--- src/rtl/vga_scanout.sv ---
// VGA 640x480@60 scan-out: pixel timing, 4x4 upscaled framebuffer reads and DAC drive.
// Outputs trail the scan counters by one pixel tick so colour, sync and blank stay aligned.
module vga_scanout #(
   parameter int H_VISIBLE   = 640,
   parameter int H_FP        = 16,
   parameter int H_SYNC      = 96,
   parameter int H_BP        = 48,
   parameter int V_VISIBLE   = 480,
   parameter int V_FP        = 10,
   parameter int V_SYNC      = 2,
   parameter int V_BP        = 33,
   parameter int FB_WIDTH    = 160,
   parameter int SCALE_SHIFT = 2
) (
   input  logic        clk,
   input  logic        reset,
   output logic [14:0] rd_addr,
   input  logic [2:0]  rd_data,
   output logic        frame_start,
   output logic        VGA_CLK,
   output logic        VGA_HS,
   output logic        VGA_VS,
   output logic        VGA_BLANK_N,
   output logic        VGA_SYNC_N,
   output logic [9:0]  VGA_R,
   output logic [9:0]  VGA_G,
   output logic [9:0]  VGA_B
);

   localparam int H_TOTAL = H_VISIBLE + H_FP + H_SYNC + H_BP;
   localparam int V_TOTAL = V_VISIBLE + V_FP + V_SYNC + V_BP;

   localparam logic [9:0] H_LAST   = 10'(H_TOTAL - 1);
   localparam logic [9:0] V_LAST   = 10'(V_TOTAL - 1);
   localparam logic [9:0] H_VIS    = 10'(H_VISIBLE);
   localparam logic [9:0] V_VIS    = 10'(V_VISIBLE);
   localparam logic [9:0] HS_FIRST = 10'(H_VISIBLE + H_FP);
   localparam logic [9:0] HS_LAST  = 10'(H_VISIBLE + H_FP + H_SYNC - 1);
   localparam logic [9:0] VS_FIRST = 10'(V_VISIBLE + V_FP);
   localparam logic [9:0] VS_LAST  = 10'(V_VISIBLE + V_FP + V_SYNC - 1);

   // Row stride is built from two shifts, so FB_WIDTH must be a sum of two powers of two.
   localparam int FB_SH_HI = $clog2(FB_WIDTH) - 1;
   localparam int FB_SH_LO = $clog2(FB_WIDTH - (1 << FB_SH_HI));

   logic        ph;
   logic [9:0]  hcount;
   logic [9:0]  vcount;
   logic        visible;
   logic        hs_active;
   logic        vs_active;
   logic [14:0] fb_x;
   logic [14:0] fb_y;

   always_comb begin
      visible   = (hcount < H_VIS) && (vcount < V_VIS);
      hs_active = (hcount >= HS_FIRST) && (hcount <= HS_LAST);
      vs_active = (vcount >= VS_FIRST) && (vcount <= VS_LAST);
      fb_x      = 15'(hcount >> SCALE_SHIFT);
      fb_y      = 15'(vcount >> SCALE_SHIFT);
      rd_addr   = visible ? (fb_y << FB_SH_HI) + (fb_y << FB_SH_LO) + fb_x : 15'd0;
   end

   // Pixel phase and scan position; the position only moves on the ph==1 edge.
   always_ff @(posedge clk) begin
      if (reset) begin
         ph     <= 1'b0;
         hcount <= '0;
         vcount <= '0;
      end else begin
         ph <= ~ph;
         if (ph) begin
            if (hcount == H_LAST) begin
               hcount <= '0;
               vcount <= (vcount == V_LAST) ? 10'd0 : vcount + 10'd1;
            end else begin
               hcount <= hcount + 10'd1;
            end
         end
      end
   end

   // rd_data here belongs to the position being left, its address having settled a clk earlier.
   always_ff @(posedge clk) begin
      if (reset) begin
         frame_start <= 1'b0;
         VGA_HS      <= 1'b1;
         VGA_VS      <= 1'b1;
         VGA_BLANK_N <= 1'b0;
         VGA_R       <= '0;
         VGA_G       <= '0;
         VGA_B       <= '0;
      end else begin
         frame_start <= ph && (hcount == H_LAST) && (vcount == V_LAST);
         if (ph) begin
            VGA_HS      <= ~hs_active;
            VGA_VS      <= ~vs_active;
            VGA_BLANK_N <= visible;
            VGA_R       <= {10{rd_data[2] & visible}};
            VGA_G       <= {10{rd_data[1] & visible}};
            VGA_B       <= {10{rd_data[0] & visible}};
         end
      end
   end

   assign VGA_CLK    = ph;
   assign VGA_SYNC_N = 1'b1;

endmodule
--- config.mk ---
export PLATFORM = sky130hd
export DESIGN_NAME = vga_scanout
export DESIGN_NICKNAME = d
export VERILOG_FILES = /design/src/rtl/vga_scanout.sv
export SDC_FILE = /design/constraint.sdc
export NUM_CORES = 1
export LEC_CHECK = 0
export ABC_AREA = 1
export CORE_ASPECT_RATIO = 0.7
export CORE_UTILIZATION = 30
export DETAILED_ROUTE_END_ITERATION = 12
export GPL_TIMING_DRIVEN = 0
export HOLD_SLACK_MARGIN = 0.08
export PLACE_DENSITY = 0.54
export SYNTH_ARGS = -nofsm -noshare
export SYNTH_HDL_FRONTEND = slang
export SYNTH_SLANG_ARGS = --single-unit
--- constraint.sdc ---
create_clock -name clk -period 3.1 [get_ports clk]
set_input_delay 0.31 -clock clk [delete_from_list [all_inputs] [get_ports clk]]
set_output_delay 0.31 -clock clk [all_outputs]
set_load 0.005 [all_outputs]
==> run metrics, run 1 <==
Total Wirelength 5400 um; Compound-Gate Fraction of Synth Area 6.55%; Max-cap violations 0; Via density 4.29; CP max-delay cell fa_1; largest family of logic cells by synthesized area simple AND/OR/NAND/NOR gates; Num CTS Buffers 3; GRT Total Usage 14.8%; flop2flop setup slack 1.55 ns; min Tclk post-route 2.89 ns; Crit Path Category reg2out; Worst Setup End Kind output port; Synth Warn # 0; # nets final 408; number of synthesized register bits 28; commonest non-fill, non-tap cell in the layout nand2_1; Clock power frac 32.2%; post-synthesis mux area share 0%; Initial Util 31.8%; Worst-Margin Slew 0.561 ns; fmax 345 MHz; crit path launch type register; Clock Tree Root clkbuf_8; Required @ worst endpoint 2.79 ns; hold depth 2; CP peak stage delay 0.60 ns; Logic pwr share 15.6%; WHS Endpoint VGA_BLANK_N; Post-Syn Instances 319; crit path max fanout 3; Seq pwr share 52.2%; Arr. time, crit path 2.58 ns; Cell variety after synth 32; Final Hold Fails 0; Layout Area Growth over Synthesis 35.1%; vias in the first global route 1,856; slew margin rel. 62.6%; via count 2,040; CTS H-tree depth 1; dpl hpwl 4430 um; DP Worst Slack -0.0247 ns; sw power 0.165 mW; largest net degree at the start of global routing 16; syn_area_per_cell 6.88 sq um; R2R depth 7; Worst Path Buf+Inv 3; Reg clk slew, reported paths 0.10 ns; Clock Latency Late Sink 0.28 ns; Antenna Cells 0; Pint 0.553 mW; Synth Area in Simple Gates 34.3%; most frequent cells in the layout 65 x nand2_1, 51 x nor2_1, 51 x clkdlybuf4s50_1, 40 x inv_1, 33 x buf_4; power density over cell area 242 mW/mm^2; RSZ-0062 raised after global routing false; Reg area 572 sq um; Num Clock Sinks 28; IO Pins 56; Critical Path, Cell by Cell inv_1 -> fa_1 -> inv_1 -> ha_1 -> nand3_1 -> nand2_2 -> nand2_1 -> nand2_1 -> xnor2_1 -> nor2_1 -> clkdlybuf4s50_1; Syn Nets 345; Die W 104 um; DR WL/cell 11.4 um; XOR/XNOR share of the synthesized area 3.19%; sequential fraction of the synthesis area 25.5%; DRT iter0 DRCs 99; GRT overflow 0; adder-cell share of the synthesized area 12.6%; Final setup viols 0; synthesized area 0.00220 sq mm; CTS tree built; HP Start VGA_BLANK_N; Top delay family on crit path adder cells; run status completed; Tightest Hold Check Type reg2reg; Final Worst Setup Slack 0.206 ns; R2R Path Start vcount[5]; Final Power 0.718 mW; die area 0.00767 sq mm; Clock Skew 0.00336 ns; I/O Buffers 54; Die Span Y 73.6 um; Post-DRT Antenna Nets 0; fillers 722; Core ar. 0.00691 sq mm; FP Rows 25; initial antenna violation count 0; final slew viol count 0; RePlAce Congestion 0.877; Max clock buf depth 2; multi-input gate area in the final layout 0.00126 sq mm; Max IR drop VDD 0.000183 V; R2R Path End VGA_G[0]; Lkg Pwr 1.42 nW; first-pass GRT wire length 9070 um; iteration count of the initial detailed-routing pass 4; Final Util 42.9%; Sw Share 23.0%; drt drc 0; share of cells above drive strength 1 16.8%; crit share post-route 93.4%
-- worst max-delay path by stage --
stage / from / endpoint / slack, ns / cells past startpoint
floorplan: vcount[4] / rd_addr[14] / 0.72 / 10
global placement: vcount[4] / rd_addr[14] / -0.04 / 11
detailed placement: vcount[4] / rd_addr[14] / -0.02 / 11
CTS: vcount[2] / rd_addr[14] / 0.02 / 11
global route: vcount[5] / rd_addr[11] / 0.01 / 9
finish: hcount[9] / rd_addr[11] / 0.21 / 11
-- synthesized netlist by cell type (all sizes together) --
master	n	area, sq um
or2	1	6.26
nand3	16	103
inv	44	165
nor3	7	56.3
nand3b	1	7.51
o211ai	1	7.51
ha	19	238
buf	29	218
nand2	71	289
and3	1	6.26
nor2	53	214
clkbuf	1	3.75
nand4	8	56.3
conb	1	3.75
nor3b	2	15.0
a211oi	1	7.51
a21oi	14	70.1
fa	2	40.0
o21ai	10	50.1
xnor2	4	35.0
a41oi	1	8.76
xor2	4	35.0
dfxtp	28	561
-- power by group through the flow --
stage | Sequential (mW) | Clock, mW | Combinational (mW)
3_3_place_gp | 0.385 | 0 | 0.113
3_5_place_dp | 0.385 | 0 | 0.113
4_1_cts | 0.375 | 0.239 | 0.113
2_1_floorplan | 0.383 | 0 | 0.0509
6_report | 0.374 | 0.231 | 0.112
5_1_grt | 0.377 | 0.254 | 0.122
-- final cells by class --
type	instances	share of cell area [%]
Multi-Input combinational cell	217	42.4
Clock buffer	4	1.86
Inverter	44	5.57
Timing Repair Buffer	58	19.5
Buffer	30	7.47
Sequential cell	28	19.3
Tap cell	94	3.96
-- metal layers --
metal | routed length [um] | track usage [%] | share of wire (%) | vias to the layer above
li1 | - | - | - | 1107
met1 | 3050 | 22.9 | 56 | 890
met2 | 2070 | 20.7 | 38 | 41
met3 | 266 | 3.55 | 4.9 | 2
met4 | 19 | 2.06 | 0.35 | 0
met5 | 0 | 0 | 0 | -
-- logic make-up (layout without fill, tap and decap cells) --
group,after synthesis,count (layout)
DFF,28,28
buffers and inverters,74,136
and+or+nand+nor,160,160
adders and majority gates,21,21
xor gates and xnor gates,8,8
other,1,1
AOI/OAI and AO/OA,27,27
-- registers in the layout, summed over array words and instances, names as in the netlist --
register,flops
vcount,10
VGA_B,1
VGA_HS,1
VGA_CLK,1
VGA_R,1
frame_start,1
VGA_G,1
VGA_VS,1
hcount,10
VGA_BLANK_N,1
-- timing repair --
action	CTS	global route
endpoints found under the hold margin	0	0
gates resized for setup	8	7
buffers inserted	3	1
setup endpoints to repair	5	4
hold buffers	0	0
pin swaps	2	4
-- tightest hold or removal path: stages, from the launching register on --
cell and delay [ns]:
dfxtp_1 0.34, nand2_1 0.05, o21ai_0 0.07
-- stage by stage --
step           setup TNS [ns]  cell area [sq um]  instances  hold WS (ns)
6_report                    0               2970        475         0.480
5_1_grt                     0               2970        475         0.514
4_1_cts                     0               2950        474         0.484
3_5_place_dp          -0.0247               2850        467         0.458
3_3_place_gp          -0.0396               2850        467         0.447
2_1_floorplan               0               2200        319         0.413
Note: power is estimated with default switching activity, not from simulation.
==> run 2, diff against run 1 <==
Settings changed: SETUP_SLACK_MARGIN set to 0.05.
==> run metrics, run 2 (synthesis results as in run 1) <==
run status completed; met3 Resource Use GR 3.55%; Max clock buf depth 2; IO Pins 56; GRT Total Usage 14.8%; Via density 4.33; leading registers by flop count hcount: 10 flops, vcount: 10 flops; min Tclk post-route 2.91 ns; final slew viol count 0; I/O Buffers 54; Die Span Y 73.6 um; first-pass GRT wire length 9080 um; Worst-Margin Slew 0.569 ns; RSZ-0062 raised after global routing true; Core ar. 0.00691 sq mm; Layout Area Growth over Synthesis 35.2%; Lkg Pwr 1.39 nW; crit share post-route 93.8%; hold slack 0.480 ns; most frequent cells in the layout 65 x nand2_1, 52 x clkdlybuf4s50_1, 51 x nor2_1, 40 x inv_1, 33 x buf_4; Crit Path Category reg2out; GR peak layer met1; Required @ worst endpoint 2.79 ns; Die W 104 um; CTS H-tree depth 1; DR WL/cell 11.4 um; Post-DRT Antenna Nets 0; Total Wirelength 5420 um; share of cells above drive strength 1 17.3%; Final Hold Fails 0; Max-cap violations 0; via count 2,057; sw power 0.165 mW; fmax 344 MHz; power density over cell area 242 mW/mm^2; Clock power frac 32.2%; Logic pwr share 15.6%; # nets final 408; R2R Path End VGA_G[0]; Worst Setup End Kind output port; dpl cells 467; Reg clk slew, reported paths 0.10 ns; crit path max fanout 3; Antenna Cells 0; slew margin rel. 62.1%; R2R Path Start vcount[7]; RePlAce Congestion 0.877; Sw Share 23.0%; Arr. time, crit path 2.60 ns; fillers 725; Clock Skew 0.00336 ns; Seq pwr share 52.2%; largest net degree at the start of global routing 16; flop2flop setup slack 1.59 ns; vias in the first global route 1,862; FP Rows 25; drt drc 0; Num CTS Buffers 3; HP Start VGA_BLANK_N; hold depth 2; met1 Track Usage GR 22.9%; Num Clock Sinks 28; die area 0.00767 sq mm; initial antenna violation count 0; dpl hpwl 4430 um; Initial Util 31.8%; Pint 0.553 mW; iteration count of the initial detailed-routing pass 4; Post-CTS Hold Buffers 0; crit path launch type register; Clock Latency Late Sink 0.28 ns; R2R depth 7; Final setup viols 0; commonest non-fill, non-tap cell in the layout nand2_1; CTS tree built; Tightest Hold Check Type reg2reg; DRT iter0 DRCs 98; GR Layer Usage met2 20.7%; Max IR drop VDD 0.000183 V; WHS Endpoint VGA_BLANK_N; GRT overflow 0; Non-Filler Instances 475; Clock Tree Root clkbuf_8
==> run 2: changes by cell type in the layout (fill, tap and decap cells not counted), sizes merged <==
cell,delta
clkdlybuf4s50,+1
dlygate4sd2,+1
dlymetal6s2s,-2
==> run 2: layout make-up <==
cell class | count | area (sq um) | area share, %
multi-input cells | 217 | 1260 | 42.5
flip-flops and latches | 28 | 573 | 19.3
repair buffers | 58 | 572 | 19.3
clock buffers | 4 | 55.1 | 1.85
plain buffers | 30 | 221 | 7.46
well taps | 94 | 118 | 3.96
inverters | 44 | 168 | 5.65
==> run 2: what timing repair did <==
| item | 4_1_cts | 5_1_grt |
|---|---|---|
| pin swaps | 2 | 2 |
| setup endpoints to repair | 6 | 3 |
| setup buffers | 3 | 1 |
| resized for setup | 10 | 7 |
==> run 2: worst max-delay path by stage <==
stage | startpoint | endpoint | slack (ns) | cells after the start
after global routing | vcount[2] | rd_addr[13] | 0.004 | 11
final | vcount[2] | rd_addr[13] | 0.19 | 11
after global placement | vcount[4] | rd_addr[14] | -0.04 | 11
after detailed placement | vcount[4] | rd_addr[14] | -0.02 | 11
after floorplan | vcount[4] | rd_addr[14] | 0.72 | 10
after CTS | vcount[4] | rd_addr[12] | 0.09 | 11
==> run 2: power groups by stage <==
stage | clock, mW | sequential [mW] | combinational, mW
floorplan | 0 | 0.383 | 0.0509
global route | 0.254 | 0.377 | 0.122
finish | 0.231 | 0.374 | 0.112
global placement | 0 | 0.385 | 0.113
CTS | 0.239 | 0.375 | 0.113
detailed placement | 0 | 0.385 | 0.113
==> run 2: critical path: stages (launching register included) <==
cell             delay (ns)
dfxtp_4                0.36
inv_2                  0.05
fa_1                   0.57
inv_1                  0.05
ha_1                   0.27
nand3_1                0.07
nand2_2                0.10
nand4_1                0.12
nand3_1                0.11
nand2_1                0.05
nor2_1                 0.08
clkdlybuf4s50_1        0.50
==> run 2: metal layers <==
layer / wire length, um / vias up
met1: 3040 / 902
met3: 278 / 2
met2: 2080 / 45
met5: 0 / -
li1: - / 1108
met4: 19 / 0
==> run 2: stage by stage <==
stage	instance area [sq um]	util [%]	TNS (ns)	total power [mW]	worst slack [ns]
4_1_cts	2950	42.6	0	0.727	0.0864
2_1_floorplan	2200	-	0	0.434	0.725
3_3_place_gp	2850	41.3	-0.0396	0.497	-0.0396
3_5_place_dp	2850	41.3	-0.0247	0.498	-0.0247
6_report	2970	42.9	0	0.718	0.192
5_1_grt	2970	42.9	0	0.753	0.00421
==> run 3, diff against run 2 <==
Settings changed: MAX_ROUTING_LAYER set to met4.
==> run metrics, run 3 (synthesis results as in run 1) <==
run status completed; Clock Latency Late Sink 0.27 ns; initial antenna violation count 0; sw power 0.166 mW; slew margin rel. 62.2%; Post-DRT Antenna Nets 0; Num Clock Sinks 28; Top delay family on crit path adder cells; Lkg Pwr 1.39 nW; Worst Setup End Kind output port; Tightest Hold Check Type reg2reg; Post-CTS Hold Buffers 0; vias in the first global route 1,860; GRT overflow 0; power density over cell area 242 mW/mm^2; dpl hpwl 4430 um; Via density 4.34; Clock power frac 32.2%; leading registers by flop count hcount: 10 flops, vcount: 10 flops; Die Span Y 73.6 um; iteration count of the initial detailed-routing pass 4; DRT iter0 DRCs 113; CTS tree built; setup TNS 0 ns; most frequent cells in the layout 65 x nand2_1, 52 x clkdlybuf4s50_1, 51 x nor2_1, 40 x inv_1, 33 x buf_4; largest net degree at the start of global routing 16; Final Hold Fails 0; crit path max fanout 3; Num CTS Buffers 3; Crit path top cell by count nand3_1; crit path launch type register; Max IR drop VDD 0.000185 V; Die W 104 um; first-pass GRT wire length 9080 um; RSZ-0062 raised after global routing true; Required @ worst endpoint 2.79 ns; final slew viol count 0; Final setup viols 0; Initial Util 31.8%; # nets final 408; RePlAce Congestion 0.891; Max clock buf depth 2; Clock Skew 0.00387 ns; FP Rows 25; IO Pins 56; Core ar. 0.00691 sq mm; CP peak stage delay 0.57 ns; drt drc 0; Final Worst Setup Slack 0.196 ns; fmax 344 MHz; Total Wirelength 5420 um; share of cells above drive strength 1 17.3%; hold slack 0.480 ns; GRT Total Usage 15.3%; Crit Path Category reg2out; DR WL/cell 11.4 um; CTS H-tree depth 1; die area 0.00767 sq mm; Pint 0.553 mW; Clock Tree Root clkbuf_8; Critical Path, Cell by Cell inv_2 -> fa_1 -> inv_1 -> ha_1 -> nand3_1 -> nand2_2 -> nand4_1 -> nand3_1 -> nand2_1 -> nor2_1 -> clkdlybuf4s50_1; Arr. time, crit path 2.59 ns; Sw Share 23.1%; fillers 725; DP Worst Slack -0.0247 ns; Antenna Cells 0; Worst Path Buf+Inv 3; I/O Buffers 54; Logic pwr share 15.6%; Final Util 42.9%; Reg clk slew, reported paths 0.10 ns; CP max-delay cell fa_1; commonest non-fill, non-tap cell in the layout nand2_1; min Tclk post-route 2.90 ns; Worst-Margin Slew 0.566 ns; crit share post-route 93.7%; Seq pwr share 52.1%; Layout Area Growth over Synthesis 35.2%; via count 2,061; Max-cap violations 0
==> run 3: cell counts in the layout (fill, tap and decap cells not counted) <==
Identical to the previous run, type by type.
==> run 3: final timing paths <==
| check | end | from | depth (start not counted) | slack [ns] |
|---|---|---|---|---|
| worst min-delay path | VGA_BLANK_N | VGA_BLANK_N | 2 | 0.48 |
| worst max-delay path | rd_addr[13] | vcount[2] | 11 | 0.20 |
| worst min register to register | VGA_BLANK_N | VGA_BLANK_N | 2 | 0.48 |
| worst max register to register | VGA_G[0] | vcount[7] | 7 | 1.59 |
==> run 3: metal layers <==
layer / vias to the layer above / wire, um / global-route usage (%)
met5: - / 0 / -
met1: 910 / 3100 / 23.2
met4: 0 / 19 / 2.06
met3: 2 / 235 / 3.37
met2: 41 / 2070 / 20.4
li1: 1108 / - / -
==> run 3: timing repair <==
item / 4_1_cts / 5_1_grt
pin swaps: 2 / 2
hold endpoints to repair: 0 / 0
setup buffers: 3 / 1
gates resized for setup: 10 / 7
setup endpoints to repair: 6 / 3
==> run 3: area by class of cell <==
cell class / instances / area (sq um) / share of cell area [%]
buffer: 30 / 221 / 7.46
multi-input combinational: 217 / 1260 / 42.5
tap: 94 / 118 / 3.96
timing repair buffer: 58 / 572 / 19.3
sequential: 28 / 573 / 19.3
inverter: 44 / 168 / 5.65
clock buffer: 4 / 55.1 / 1.85
==> run 3: power by group through the flow <==
| stage | sequential, mW | clock, mW | combinational (mW) |
|---|---|---|---|
| floorplan | 0.383 | 0 | 0.0509 |
| global placement | 0.385 | 0 | 0.113 |
| detailed placement | 0.385 | 0 | 0.113 |
| CTS | 0.375 | 0.239 | 0.113 |
| global route | 0.377 | 0.254 | 0.122 |
| finish | 0.374 | 0.232 | 0.112 |
==> run 3: tightest hold or removal path, stage by stage, from the launching register on <==
cell and delay [ns]:
dfxtp_1 0.34, nand2_1 0.05, o21ai_0 0.07
==> run 3: per-stage QoR <==
step                      instances  area, sq um  total power [mW]
after floorplan                 319         2200             0.434
after global placement          467         2850             0.497
after detailed placement        467         2850             0.498
after CTS                       474         2950             0.727
after global routing            475         2970             0.753
final                           475         2970             0.718
==> RTL edit, RTL diff (settings of run 1) <==
Set the parameter `FB_WIDTH` to 240 (it was 160).
--- a/src/rtl/vga_scanout.sv
+++ b/src/rtl/vga_scanout.sv
@@ -10,5 +10,5 @@
    parameter int V_SYNC      = 2,
    parameter int V_BP        = 33,
-   parameter int FB_WIDTH    = 160,
+   parameter int FB_WIDTH    = 240,
    parameter int SCALE_SHIFT = 2
 ) (
Function: no difference found for any inputs over 10 cycles, from zero or initial values and one cycle with reset high; that may be too few to reach the edited logic, so the function may still have changed.
==> RTL edit against run 1 <==
- count of clock-buffer cells in the layout down 1
- highest routed layer unchanged
- synthesized area down 15%
- die area down 15%
- sequential cell count unchanged
- cell count down 15%
- via count down 16%
- wire length down 17%
- setup slack better by 0.57 ns
- cell area down 13%
- power up 8.4%
==> RTL edit: results (changes against run 1) <==
leakagePower_uw: 0.00114  # was 0.00142 uW
grtUsageTotal_pct: 14.6  # was 14.8%
grt_pass1_wl_um: 7190  # was 9070 um
switchingPower_uw: 162  # was 165 uW
power.density_nw_per_um2: 303  # was 242 nW/um2
outcome: "finished clean"  # unchanged
critPathSlowestCell: "dfxtp_1"  # was fa_1
nNetsFinal: 338  # was 408
buf_share_pct: 31.0  # was 27.0%
cts_setup_buffers: 0  # was 3
totalWireLength_um: 4490  # was 5400 um
drt-initial-drc-count: 60  # was 99
p_total_uw: 778  # was 718 uW
fill_cells: 628  # was 722
signal_buffers: 87  # was 88
hold_ws_ns: 0.488  # was 0.480 ns
synth_nets: 279  # was 345
ff_latch_area_um2: 561  # was 572 um2
pwr-share-seq_pct: 48.2  # was 52.2%
r2r_start: "hcount[1]$_SDFFE_PP0P_"  # was vcount[5]$_SDFFE_PP0P_
r2r_cells: 8  # was 7
n_all_inverters: 36  # was 44
synth_compound_area_share_pct: 3.49  # was 6.55%
synth_area_leaders: "dfxtp_1, buf_4, nand2_1"  # was dfxtp_1, nand2_1, ha_1
synth.distinct_cells: 33  # was 32
crit_fanout: 10  # was 3
dpl_cell_area_um2: 2500  # was 2850 um2
grt_pass1_vias: 1521  # was 1856
RTL edit: worst max path at each step:
stage	startpoint	endpoint	slack [ns]	depth (start not counted)
detailed placement	vcount[6]$_SDFFE_PP0P_	rd_addr[10]	1.08	8
floorplan	vcount[6]$_SDFFE_PP0P_	rd_addr[10]	1.73	7
finish	vcount[5]$_SDFFE_PP0P_	rd_addr[10]	0.78	7
global route	vcount[6]$_SDFFE_PP0P_	rd_addr[5]	0.62	8
global placement	vcount[5]$_SDFFE_PP0P_	rd_addr[4]	1.08	7
CTS	vcount[5]$_SDFFE_PP0P_	rd_addr[8]	0.76	7
RTL edit: per-layer routing:
metal / up-vias / GRT usage (%) / share of wire, %
li1: 926 / - / -
met1: 738 / 20.3 / 52
met2: 42 / 23.0 / 42
met3: 2 / 3.00 / 5.1
met4: 0 / 3.36 / 0.51
met5: - / 0 / 0
